**src/rtl/sb_reg_file.sv**
```systemverilog
// Register file with a per-register busy scoreboard. It has combinational read ports, one write port and optional bypass.
// Reads take 0 cycles. Writes and reserves land on the clock edge. Stall is a combinational result of the busy bits.
module sb_reg_file #(
  parameter int DATA_W   = 32,
  parameter int ADDR_W   = 5,
  parameter int NUM_RD   = 2,
  parameter int ZERO_REG = 1,
  parameter int BYPASS   = 1
) (
  input  logic                       i_clk,
  input  logic                       i_rst_n,
  input  logic [NUM_RD*ADDR_W-1:0]   i_rd_addr,
  input  logic [NUM_RD-1:0]          i_rd_req,
  output logic [NUM_RD*DATA_W-1:0]   o_rd_data,
  output logic [NUM_RD-1:0]          o_rd_busy,
  output logic                       o_stall,
  input  logic                       i_wr_en,
  input  logic [ADDR_W-1:0]          i_wr_addr,
  input  logic [DATA_W-1:0]          i_wr_data,
  input  logic                       i_rsv_en,
  input  logic [ADDR_W-1:0]          i_rsv_addr,
  input  logic                       i_flush,
  output logic [ADDR_W:0]            o_busy_cnt,
  output logic                       o_sb_err
);

  localparam int DEPTH = 1 << ADDR_W;

  logic [DATA_W-1:0] r_bank [DEPTH];
  logic [DEPTH-1:0]  r_busy;
  logic [DEPTH-1:0]  w_busy_nxt;
  logic [ADDR_W:0]   r_busy_cnt;
  logic [ADDR_W:0]   w_cnt_nxt;
  logic              r_sb_err;
  logic              w_wr_ok;
  logic              w_rsv_ok;
  logic              w_rsv_hit;

  assign w_wr_ok  = i_wr_en && !(ZERO_REG != 0 && i_wr_addr == '0);
  assign w_rsv_ok = i_rsv_en && !i_flush && !(ZERO_REG != 0 && i_rsv_addr == '0);
  // A release of the same register in this cycle makes a re-reserve legal.
  assign w_rsv_hit = w_rsv_ok && r_busy[i_rsv_addr] &&
                     !(i_wr_en && i_wr_addr == i_rsv_addr);

  always_comb begin
    w_busy_nxt = r_busy;
    if (i_wr_en) w_busy_nxt[i_wr_addr] = 1'b0;
    if (i_flush) w_busy_nxt = '0;
    else if (w_rsv_ok) w_busy_nxt[i_rsv_addr] = 1'b1;
  end

  always_comb begin
    w_cnt_nxt = '0;
    for (int i = 0; i < DEPTH; i++) begin
      w_cnt_nxt = w_cnt_nxt + {{ADDR_W{1'b0}}, w_busy_nxt[i]};
    end
  end

  always_ff @(posedge i_clk or negedge i_rst_n) begin
    if (!i_rst_n) begin
      for (int i = 0; i < DEPTH; i++) r_bank[i] <= '0;
    end else if (w_wr_ok) begin
      r_bank[i_wr_addr] <= i_wr_data;
    end
  end

  always_ff @(posedge i_clk or negedge i_rst_n) begin
    if (!i_rst_n) begin
      r_busy     <= '0;
      r_busy_cnt <= '0;
      r_sb_err   <= 1'b0;
    end else begin
      r_busy     <= w_busy_nxt;
      r_busy_cnt <= w_cnt_nxt;
      if (w_rsv_hit) r_sb_err <= 1'b1;
    end
  end

  for (genvar k = 0; k < NUM_RD; k++) begin : g_rd
    logic [ADDR_W-1:0] w_addr;
    logic [DATA_W-1:0] w_data;
    logic              w_busy;

    assign w_addr = i_rd_addr[k*ADDR_W +: ADDR_W];

    always_comb begin
      w_data = r_bank[w_addr];
      w_busy = r_busy[w_addr];
      if (ZERO_REG != 0 && w_addr == '0) begin
        w_data = '0;
        w_busy = 1'b0;
      end else if (BYPASS != 0 && i_wr_en && i_wr_addr == w_addr) begin
        w_data = i_wr_data;
        w_busy = 1'b0;
      end
    end

    assign o_rd_data[k*DATA_W +: DATA_W] = w_data;
    assign o_rd_busy[k]                  = w_busy;
  end

  assign o_stall    = |(i_rd_req & o_rd_busy);
  assign o_busy_cnt = r_busy_cnt;
  assign o_sb_err   = r_sb_err;

endmodule

```
**config.mk**
```make
export PLATFORM = sky130hd
export DESIGN_NAME = sb_reg_file
export DESIGN_NICKNAME = d
export VERILOG_FILES = /design/src/rtl/sb_reg_file.sv
export SDC_FILE = /design/constraint.sdc
export NUM_CORES = 2
export LEC_CHECK = 0
export ABC_AREA = 0
export BUFFER_PORTS_ARGS = -buffer_cell sky130_fd_sc_hd__buf_2
export CAP_MARGIN = 20
export CORE_UTILIZATION = 63
export DETAILED_ROUTE_END_ITERATION = 7
export PLACE_DENSITY = 0.86
export REMOVE_ABC_BUFFERS = 1
export SETUP_SLACK_MARGIN = 0.3
export SYNTH_ARGS = -nofsm -noshare
export SYNTH_HDL_FRONTEND = slang
export SYNTH_SLANG_ARGS = --single-unit
```
**constraint.sdc**
```tcl
create_clock -name i_clk -period 5.9 [get_ports i_clk]
set_input_delay 1.18 -clock i_clk [delete_from_list [all_inputs] [get_ports i_clk]]
set_output_delay 1.18 -clock i_clk [all_outputs]
set_load 0.01 [all_outputs]
```
==> out/qor.txt <==
status = complete, no violations
Peak Freq = 179.8 MHz
CTS Sinks = 1,063
Tightest Hold Check Type = reg2reg
Slew headroom = 0.3177
DRT iter0 DRCs = 4,736
final hold viol count = 0
crit end category = register
clock insertion delay at the later pin of the skew report = 0.70 ns
Power Total = 0.02141 W
Worst Path Max Fanout = 7
H-tree lvl count = 3
gr usage total = 0.3870
GRT Max-Usage Layer = met2
largest net degree at the start of global routing = 142
first-pass GRT wire length = 263.4 mm
row count = 110
maximum VDD drop = 0.0003095 V
Post-CTS Hold Fix Bufs = 0
layout cells sized above 1 = 0.5306
via count = 39,140
unrepaired setup endpoints after global routing = yes
fin crit period = 5.562 ns
Slew @ Worst Pin = 1.021 ns
Longest Clk Path Bufs = 3
Placer Congestion = 0.9530
initial antenna violation count = 8
sequential fraction of the synthesis area = 0.4626
met1 global-route usage = 0.4937
root buffer cell = clkbuf_16
Synth Cell Area = 0.05750 mm2
DR DRC count = 0
Post-synth EDFFs = 0
Final Setup Violations = 0
Vias/cell = 7.621
die area = 0.09248 mm2
Hold WS = 0.3985 ns
remaining antenna violation count = 0
Max-Cap Viols = 0
number of global-route vias before repair = 40,730
Die Wd = 304.1 um
Fillers = 5,522
Initial Util = 0.6378
CTS tree = done
async set-reset flop share out of synthesis = 1.000
PwrDens = 335.4 mW/mm2
clk slew on worst S/H paths = 0.06 ns
IO buf count = 132
Arr. time, crit path = 6.18 ns
Critical Path RT = 6.51 ns
syn avg cell area = 14.90 um2
GRT overflow = 0
Cells after Synth = 3,858
Num CTS Buffers = 109
area grow syn2layout = 11.02%
core area = 0.09015 mm2
final worst-path cycle share = 0.9428
Core Util, Final = 0.7081
First-pass DRT Iterations = 6
Leak = 27.99 nW
wirelength, routed = 176.7 mm
Synth Register Bits = 1,063
met2 Track Usage GR = 0.5882
Die Height = 304.1 um
final clock skew = 0.01462 ns
M3 GR Usage = 0.1077
CP Launch Type = input pin
Yosys warnings = 0
Layout Nets = 3,958
drt wl/cell = 34.40 um
type of the worst setup path = in2reg
Max Slew Vio Count = 0
prevailing post-synth register cell = dfrtp_1
final setup TNS = 0 ns
DP HPWL = 96.47 mm
number of top-level pins = 133
library cells used by synthesis = 55
==> sequential cells by signal (all words and copies together) (netlist names) <==
signal,cells
r_bank,1024
o_sb_err,1
o_busy_cnt,6
r_busy,32
==> timing repair <==
| action | 4_1_cts | 5_1_grt |
|---|---|---|
| gates resized for setup | 10 | 12 |
| buffers inserted | 2 | 2 |
| gates cloned | 0 | 0 |
| endpoints found under the setup margin | 1 | 4 |
| pin swaps | 11 | 13 |
==> per-layer routing <==
metal / vias up / wire length (um)
met2: 2859 / 81670
met1: 20370 / 60620
met3: 885 / 20890
met5: - / 37
met4: 6 / 13480
li1: 15030 / -
==> synthesized netlist by cell type (all sizes together) (2+ instances only) <==
master / count / area share
a32o: 2 / 0.00035
and2: 6 / 0.00065
a211o: 32 / 0.0049
o21a: 3 / 0.00039
a211oi: 31 / 0.0040
a22o: 32 / 0.0049
a21boi: 4 / 0.00052
dfrtp: 1063 / 0.46
clkbuf: 276 / 0.018
fa: 24 / 0.0084
o32a: 11 / 0.0019
or3b: 4 / 0.00061
or2: 4 / 0.00044
ha: 7 / 0.0015
nor2b: 16 / 0.0017
nand4: 2 / 0.00022
a21o: 2 / 0.00026
o22ai: 32 / 0.0035
a31oi: 3 / 0.00033
mux2: 992 / 0.19
inv: 54 / 0.0035
nand3: 48 / 0.0042
and3: 19 / 0.0021
nor2: 36 / 0.0024
buf: 166 / 0.015
nand3b: 10 / 0.0013
nand2: 32 / 0.0021
o21ai: 35 / 0.0030
nor4: 2 / 0.00022
a22oi: 129 / 0.017
xnor2: 13 / 0.0020
a32oi: 2 / 0.00030
o32ai: 10 / 0.0015
a221oi: 44 / 0.0067
o211ai: 3 / 0.00039
xor2: 5 / 0.00076
nor3b: 8 / 0.0010
nand2b: 2 / 0.00022
nor3: 3 / 0.00026
mux2i: 120 / 0.021
a21oi: 53 / 0.0046
mux4: 512 / 0.20
==> where the power goes <==
group          leakage (nW)  switching [W]  internal, W
clock                  1.89        0.00302      0.00437
combinational          12.4        0.00177      0.00258
sequential             13.7        0.00104      0.00864
total                  28.0        0.00582       0.0156
==> through the flow <==
stage | area, um2 | setup WS [ns] | std cells
5_1_grt | 63830 | 0.2216 | 5135
4_1_cts | 63770 | 0.3023 | 5132
3_3_place_gp | 59890 | -0.4562 | 4929
6_report | 63840 | 0.3377 | 5136
3_5_place_dp | 59890 | -0.5487 | 4929
2_1_floorplan | 55620 | -1.492 | 3416
==> worst max-delay path, stage by stage <==
cell and delay [ns]:
buf_2 0.14, buf_4 0.14, nand3b_1 0.19, buf_4 0.16
nor2_4 0.03, o32a_1 0.32, fa_1 0.49, fa_1 0.54
fa_1 0.45, fa_1 0.49, fa_1 0.50, inv_1 0.06
fa_1 0.44, ha_2 0.20, fa_2 0.34, a21o_1 0.18
a21oi_2 0.16, xnor2_1 0.15
==> cells in the final DEF, fill, tap and decap left out, drive strengths merged, types with 48 or more instances in the layout <==
cell type  count
inv           57
mux2i        120
mux2         992
nand3         48
dfrtp       1063
a21oi         53
a22oi        129
clkbuf       152
buf          340
mux4         512
==> path summary, 6_finish.rpt <==
path                            cells after the start            end          from  slack (ns)
worst max register to register                     14  o_busy_cnt[4]    r_busy[23]        0.89
worst min register to register                      0   r_bank[1004]  r_bank[1004]        0.40
max in group asynchronous                           2    r_bank[452]       i_rst_n        3.95
min in group asynchronous                           1    r_bank[143]       i_rst_n        0.60
worst max-delay path                               18  o_busy_cnt[4]  i_wr_addr[3]        0.34
worst min-delay path                                0   r_bank[1004]  r_bank[1004]        0.40
==> kinds of logic (layout without fill, tap and decap cells) <==
family,Yosys count,after routing,synth area share
AND/OR/NAND/NOR,195,195,0.01786
buffers and inverters,496,596,0.03627
XOR/XNOR,18,18,0.002742
other,0,2,0
AO/OA/AOI/OAI,431,431,0.05494
multiplexers,1624,1624,0.4157
flip-flops,1063,1063,0.4626
adder cells (fa/ha/maj),31,31,0.009879
==> area by class of cell <==
type,instances,area (um2),share of cell area
clock inverter,50,649.4,0.01017
multi-input combinational,2299,29110,0.4560
tap,1176,1471,0.02305
clock buffer,151,3181,0.04982
timing repair buffer,341,2611,0.04091
inverter,54,206.4,0.003234
antenna,2,5.005,0.00007840
sequential,1063,26600,0.4167
(Power assumes the default switching activity.)
